--- config.mk ---
export PLATFORM = sky130hd
export DESIGN_NAME = split_bus_arbiter
export DESIGN_NICKNAME = d
export VERILOG_FILES = /design/src/rtl/bus_arb_pkg.sv /design/src/rtl/split_bus_arbiter_rr_picker.sv /design/src/rtl/split_bus_arbiter.sv
export SDC_FILE = /design/constraint.sdc
export NUM_CORES = 1
export LEC_CHECK = 0
export CELL_PAD_IN_SITES_DETAIL_PLACEMENT = 0
export CELL_PAD_IN_SITES_GLOBAL_PLACEMENT = 1
export CORE_MARGIN = 2
export CORE_UTILIZATION = 40
export CTS_BUF_LIST = sky130_fd_sc_hd__clkbuf_16
export CTS_CLUSTER_DIAMETER = 150
export CTS_CLUSTER_SIZE = 10
export DETAILED_ROUTE_END_ITERATION = 16
export GPL_ROUTABILITY_DRIVEN = 0
export PLACE_DENSITY_LB_ADDON = 0.1
export REMOVE_ABC_BUFFERS = 1
export SKIP_CTS_REPAIR_TIMING = 1
export SLEW_MARGIN = 20
export SYNTH_ARGS = -nofsm -noshare
export SYNTH_HDL_FRONTEND = slang
export SYNTH_HIERARCHICAL = 1
export SYNTH_SLANG_ARGS = --single-unit
--- constraint.sdc ---
create_clock -name clk -period 4 [get_ports clk]
set_clock_uncertainty 0.1 [all_clocks]
set_input_delay 0.8 -clock clk [delete_from_list [all_inputs] [get_ports clk]]
set_output_delay 0.8 -clock clk [all_outputs]
set_load 0.03 [all_outputs]
--- src/rtl/bus_arb_pkg.sv ---
// Shared types and default parameters for the split-capable bus arbiter.
package bus_arb_pkg;

  // Arbiter FSM states.
  //   IDLE   : no master owns the bus; pick the next owner or resume a split.
  //   OWN    : a master owns the bus for a normal transaction.
  //   RESUME : the suspended master is re-granted to finish its split transaction.
  typedef enum logic [1:0] {
    IDLE   = 2'd0,
    OWN    = 2'd1,
    RESUME = 2'd2
  } arb_state_t;

  // Default number of masters sharing the bus (legal range 2..8).
  localparam int DEF_NUM_MASTERS = 2;

  // Default number of cycles a grant may stay outstanding without bus_ready.
  localparam int DEF_TIMEOUT = 32;

endpackage : bus_arb_pkg

--- src/rtl/split_bus_arbiter_rr_picker.sv ---
// Combinational round-robin search: starting just after rr_last_i and
// wrapping around, pick the first requester that the mask allows.
module rr_picker #(
  parameter int N  = 2,
  parameter int IW = (N > 1) ? $clog2(N) : 1
) (
  input  logic [N-1:0]  req_i,
  input  logic [N-1:0]  mask_i,
  input  logic [IW-1:0] rr_last_i,
  output logic [N-1:0]  grant_o,
  output logic [IW-1:0] idx_o,
  output logic          found_o
);

  logic [N-1:0] elig;

  generate
    for (genvar gi = 0; gi < N; gi++) begin : g_elig
      assign elig[gi] = req_i[gi] & mask_i[gi];
    end
  endgenerate

  int            pos;
  logic [IW-1:0] sel;

  // Scan offsets from farthest to nearest so the nearest eligible requester
  // after rr_last wins (later assignments override earlier ones).
  always_comb begin
    grant_o = '0;
    idx_o   = '0;
    found_o = 1'b0;
    pos     = 0;
    sel     = '0;
    for (int k = N; k >= 1; k--) begin
      pos = int'(rr_last_i) + k;
      if (pos >= N) begin
        pos = pos - N;
      end
      sel = IW'(pos);
      if (elig[sel]) begin
        grant_o      = '0;
        grant_o[sel] = 1'b1;
        idx_o        = sel;
        found_o      = 1'b1;
      end
    end
  end

endmodule : rr_picker

--- src/rtl/split_bus_arbiter.sv ---
// Central round-robin bus arbiter with split/resume support.
// A master whose slave answers with split is suspended and masked out of
// arbitration until the split slave asks for the bus back; the suspended
// master is then re-granted ahead of any new requester. All outputs are
// registered; there is always an idle cycle between two owners.
module split_bus_arbiter
  import bus_arb_pkg::*;
#(
  parameter int NUM_MASTERS = DEF_NUM_MASTERS,
  parameter int TIMEOUT     = DEF_TIMEOUT
) (
  input  logic                           clk,
  input  logic                           rst_n,
  input  logic [NUM_MASTERS-1:0]         m_req,
  input  logic                           bus_ready,
  input  logic                           bus_split,
  input  logic                           s_arb_req,
  output logic [NUM_MASTERS-1:0]         m_grant,
  output logic [$clog2(NUM_MASTERS)-1:0] bus_owner,
  output logic                           owner_valid,
  output logic                           s_grant,
  output logic                           timeout_err
);

  localparam int IW = $clog2(NUM_MASTERS);
  localparam int TW = $clog2(TIMEOUT + 1);
  localparam logic [TW-1:0] TCNT_LAST = TW'(TIMEOUT - 1);
  localparam logic [IW-1:0] RR_RESET  = IW'(NUM_MASTERS - 1);

  arb_state_t             state_q, state_d;
  logic                   split_pending_q, split_pending_d;
  logic [IW-1:0]          split_owner_q, split_owner_d;
  logic [IW-1:0]          rr_last_q, rr_last_d;
  logic [TW-1:0]          tcnt_q, tcnt_d;
  logic [NUM_MASTERS-1:0] m_grant_q, m_grant_d;
  logic [IW-1:0]          bus_owner_q, bus_owner_d;
  logic                   owner_valid_q, owner_valid_d;
  logic                   s_grant_q, s_grant_d;
  logic                   timeout_err_q, timeout_err_d;

  logic [NUM_MASTERS-1:0] req_mask;
  logic [NUM_MASTERS-1:0] pick_grant;
  logic [IW-1:0]          pick_idx;
  logic                   pick_found;

  // While a split is outstanding, the suspended master may not win ordinary
  // arbitration even though it keeps its request line high.
  always_comb begin
    req_mask = '1;
    if (split_pending_q) begin
      req_mask[split_owner_q] = 1'b0;
    end
  end

  rr_picker #(
    .N  (NUM_MASTERS),
    .IW (IW)
  ) u_rr_picker (
    .req_i     (m_req),
    .mask_i    (req_mask),
    .rr_last_i (rr_last_q),
    .grant_o   (pick_grant),
    .idx_o     (pick_idx),
    .found_o   (pick_found)
  );

  // Next-state logic for the arbiter FSM and its registered outputs.
  always_comb begin
    state_d         = state_q;
    split_pending_d = split_pending_q;
    split_owner_d   = split_owner_q;
    rr_last_d       = rr_last_q;
    tcnt_d          = tcnt_q;
    m_grant_d       = m_grant_q;
    bus_owner_d     = bus_owner_q;
    s_grant_d       = 1'b0;
    timeout_err_d   = 1'b0;

    case (state_q)
      IDLE: begin
        if (split_pending_q && s_arb_req) begin
          // Resuming the suspended master takes precedence over new requests.
          m_grant_d                = '0;
          m_grant_d[split_owner_q] = 1'b1;
          bus_owner_d              = split_owner_q;
          s_grant_d                = 1'b1;
          tcnt_d                   = '0;
          state_d                  = RESUME;
        end else if (pick_found) begin
          m_grant_d   = pick_grant;
          bus_owner_d = pick_idx;
          rr_last_d   = pick_idx;
          tcnt_d      = '0;
          state_d     = OWN;
        end
      end

      OWN: begin
        tcnt_d = tcnt_q + TW'(1);
        if (bus_ready) begin
          // Ready wins over a simultaneous split: the transfer completed.
          m_grant_d = '0;
          state_d   = IDLE;
        end else if (bus_split) begin
          split_pending_d = 1'b1;
          split_owner_d   = bus_owner_q;
          m_grant_d       = '0;
          state_d         = IDLE;
        end else if (tcnt_q == TCNT_LAST) begin
          timeout_err_d = 1'b1;
          m_grant_d     = '0;
          state_d       = IDLE;
        end
      end

      RESUME: begin
        // A second split from the resumed transfer is not supported and is ignored.
        tcnt_d = tcnt_q + TW'(1);
        if (bus_ready) begin
          split_pending_d = 1'b0;
          m_grant_d       = '0;
          state_d         = IDLE;
        end else if (tcnt_q == TCNT_LAST) begin
          // Give up on the suspended transfer entirely so the bus cannot lock up.
          timeout_err_d   = 1'b1;
          split_pending_d = 1'b0;
          m_grant_d       = '0;
          state_d         = IDLE;
        end
      end

      default: begin
        m_grant_d = '0;
        state_d   = IDLE;
      end
    endcase

    owner_valid_d = |m_grant_d;
  end

  // State and output registers with synchronous active-low reset.
  always_ff @(posedge clk) begin
    if (!rst_n) begin
      state_q         <= IDLE;
      split_pending_q <= 1'b0;
      split_owner_q   <= '0;
      rr_last_q       <= RR_RESET;
      tcnt_q          <= '0;
      m_grant_q       <= '0;
      bus_owner_q     <= '0;
      owner_valid_q   <= 1'b0;
      s_grant_q       <= 1'b0;
      timeout_err_q   <= 1'b0;
    end else begin
      state_q         <= state_d;
      split_pending_q <= split_pending_d;
      split_owner_q   <= split_owner_d;
      rr_last_q       <= rr_last_d;
      tcnt_q          <= tcnt_d;
      m_grant_q       <= m_grant_d;
      bus_owner_q     <= bus_owner_d;
      owner_valid_q   <= owner_valid_d;
      s_grant_q       <= s_grant_d;
      timeout_err_q   <= timeout_err_d;
    end
  end

  assign m_grant     = m_grant_q;
  assign bus_owner   = bus_owner_q;
  assign owner_valid = owner_valid_q;
  assign s_grant     = s_grant_q;
  assign timeout_err = timeout_err_q;

endmodule : split_bus_arbiter

==> results.toml <==
[finish]
layout.area.seq_um2 = 340
multi_input_area_um2 = 534
finish.net_count = 131
syn2layout_area_growth_pct = 23.4
filler_cell_count = 221
finish.utilization_pct = 52.1
antenna_cells = 0
drive_gt1_share_pct = 5.93
finish.cell_count_without_fillers = 146

[global_route]
track_usage_pct = 15.1
overflow = 0
antenna_found_initial = 0
grt_first_pass_wirelength_um = 3020
grt_start_max_net_pins = 12
grt_pass1_vias = 728

[critical_path]
crit_type = "in2reg"
timing.critical_path.required_ps = 4030
worstReg2RegStart = "split_pending_q"
worstPathBufferInverterCount = 1
worstPathCellList = "clkdlybuf4s50_1 -> nand2_1 -> nand2_1 -> mux2_4 -> o2111a_1 -> a41o_1 -> o21bai_1"
worst-r2r-cell-count = 7
cp_data_arrival_time_ps = 2610
cp_slowest_stage_delay_ps = 450
worst_path_dominant_cell_family = "compound AO/OA/AOI/OAI gates"
slowest_stage = "clkdlybuf4s50_1"
setup.reg_to_reg.worst_slack_ps = 1760
most_frequent_cell_on_critical_path = "nand2_1"
regToRegEndpoint = "owner_valid"
critPathMaxFanout = 11
critical_path_startpoint_category = "input port"
worst_setup_path_end_kind = "register"

[timing]
worst_slew_margin_rel_pct = 69.3
hold_viol_final = 0
finalSetupTns_ps = 0
setup_violations = 0
timing.fmax_mhz = 388
worst-slew-pin-transition_ps = 460
rsz_0062_raised_after_global_routing = "no"
finalCritPeriodShare_pct = 64.5
post-route-worst-setup-slack_ps = 1420
fin_crit_ps = 2580
slew_violations = 0

[power_and_ir_drop]
p_leak_uw = 0.000487
power.sequential.fraction_pct = 39.3
p_sw_share_pct = 25.6
power.ir.vdd_worst_mv = 0.272
netSwitchingPower_uw = 124
power.share.combinational_pct = 20.6
internal_power_of_the_cells_uw = 360
powerDensity_mw_per_mm2 = 424
p_clk_share_pct = 40.2

[place]
portBuffers = 12
detailed_place_hpwl_um = 1330
placed_cell_count = 142
dp_slack_ps = 1190

[synth]
syn-instance-count = 105
netlist_top_cells_area = "dfxtp_1 (37%), ha_1 (6.8%), nor2_1 (4.5%)"
synth_area_um2 = 926
ys_seq_area_share_pct = 36.8
post-synth-top-area-fraction_pct = 36.8
syn_area_per_cell_um2 = 8.82
synth_seq_cells = 17
yosysTopAreaCell = "dfxtp_1"
yosysWarningCount = 6
synth_cell_type_count = 38

[clock_network]
clock_insertion_delay_worst_skew_ps = 240
clk_root_buffer_cell = "clkbuf_16"
tritoncts_num_sinks = 17
cts_htree_levels = 1
clock_tree_from_tritoncts = "done"
clk_transition_reported_paths_ps = 50
numCtsBuffers = 3
ctsLongestPathBuffers = 2

[hold_path]
worst_hold_path.endpoint = "bus_owner"
hold_class = "reg2reg"
hold_path.startpoint = "bus_owner"
holdPathStages = 2

[drt]
viasPerCell = 5.23
antenna_violating_nets_post_route = 0
drc = 0
drt_first_iter_violations = 2
via_count = 764
drt_first_pass_iters = 2
drt-total-wl_um = 1770
drt-wirelength-per-cell_um = 12.2

[flow_run]
max_cap_violations = 0

[die]
start_util_pct = 42.3
core_mm2 = 0.00219
io_pins = 13
std_cell_rows = 17
dieArea_mm2 = 0.00272
die-height_um = 52.1
dieWidth_um = 52.1

[run_status]
outcome = "finished, final reports clean"
## synth_stat cells (all sizes together)
library cell,number
mux2i,4
buf,3
a41o,1
clkinv,1
or2b,1
nand2,8
mux2,1
or3,1
and2,1
and3,1
o211ai,1
ha,5
o21ba,1
o2111ai,1
dfxtp,17
a21bo,1
nand2b,2
nand3,4
xor2,4
nand3b,3
o2111a,1
a31oi,4
and4b,1
nor3b,1
inv,8
nor2b,2
a221oi,1
o22ai,1
a21oi,2
o21ai,9
nor2,11
a311oi,1
o32ai,1
o21bai,1
## power groups by stage
stage | Combinational (uW) | Clock, uW | Sequential (uW)
after floorplan | 60.0 | 0 | 203
after global placement | 99.6 | 0 | 193
after detailed placement | 100 | 0 | 194
after CTS | 101 | 199 | 190
after global routing | 112 | 207 | 192
final | 99.7 | 194 | 190
## cell type report
| cell class | instances | area share, % |
|---|---|---|
| clock buffer | 3 | 6.57 |
| clock inverter | 1 | 0.329 |
| inverter | 9 | 2.96 |
| multi-input combinational | 76 | 46.8 |
| sequential | 17 | 29.8 |
| tap | 28 | 3.07 |
| timing repair buffer | 12 | 10.5 |
## tightest hold or removal path: cells and delay by family, from the launching register on
family / cells / cell delay, ps
DFF: 1 / 310
AOI/OAI and AO/OA: 1 / 60
buffers and inverters: 1 / 50
## cell families after synthesis
family | after synthesis | share of synthesized area, %
AND/OR/NAND/NOR | 36 | 19.7
AO/OA/AOI/OAI | 26 | 21.5
flip-flops | 17 | 36.8
buffers and inverters | 12 | 5.54
multiplexers | 5 | 5.95
adder cells (fa/ha/maj) | 5 | 6.76
XOR/XNOR | 4 | 3.78
## how the worst max path moves through the flow
stage / from / to / cells after the start
final: m_req[1] / owner_valid / 7
after floorplan: m_req[1] / owner_valid / 6
after CTS: m_req[1] / owner_valid / 7
after global placement: m_req[1] / owner_valid / 7
after detailed placement: m_req[1] / owner_valid / 7
after global routing: m_req[0] / owner_valid / 7
## per-stage QoR
| step | power [uW] | hold WS (ps) | area, um^2 |
|---|---|---|---|
| finish | 484 | 388 | 1140 |
| global route | 510 | 418 | 1140 |
| CTS | 490 | 392 | 1140 |
| detailed placement | 294 | 384 | 1060 |
| global placement | 293 | 376 | 1060 |
| floorplan | 263 | 367 | 908 |
## registers in the layout, indices dropped and copies added (netlist names)
register,cells
state_q,2
bus_owner,1
m_grant,2
s_grant,1
split_pending_q,1
split_owner_q,1
timeout_err,1
rr_last_q,1
tcnt_q,6
owner_valid,1
## per-layer routing
metal | GRT usage [%] | up-vias | wire length, um
li1 | - | 397 | -
met1 | 18.4 | 360 | 881
met2 | 26.6 | 5 | 838
met3 | 2.59 | 2 | 41
met4 | 5.26 | 0 | 12
met5 | 0 | - | 0
## layout by cell type, fill, tap and decap left out, drive strengths merged, types with 2 or more instances in the layout
cell | Yosys | final
a31oi | 4 | 4
xor2 | 4 | 4
nand2b | 2 | 2
nor2 | 11 | 11
ha | 5 | 5
inv | 8 | 9
clkbuf | 0 | 3
a21oi | 2 | 2
dfxtp | 17 | 17
nand2 | 8 | 8
clkdlybuf4s50 | 0 | 12
nand3 | 4 | 4
nand3b | 3 | 3
nor2b | 2 | 2
mux2i | 4 | 4
o21ai | 9 | 9
No activity file was read; power rests on OpenSTA's default activity.
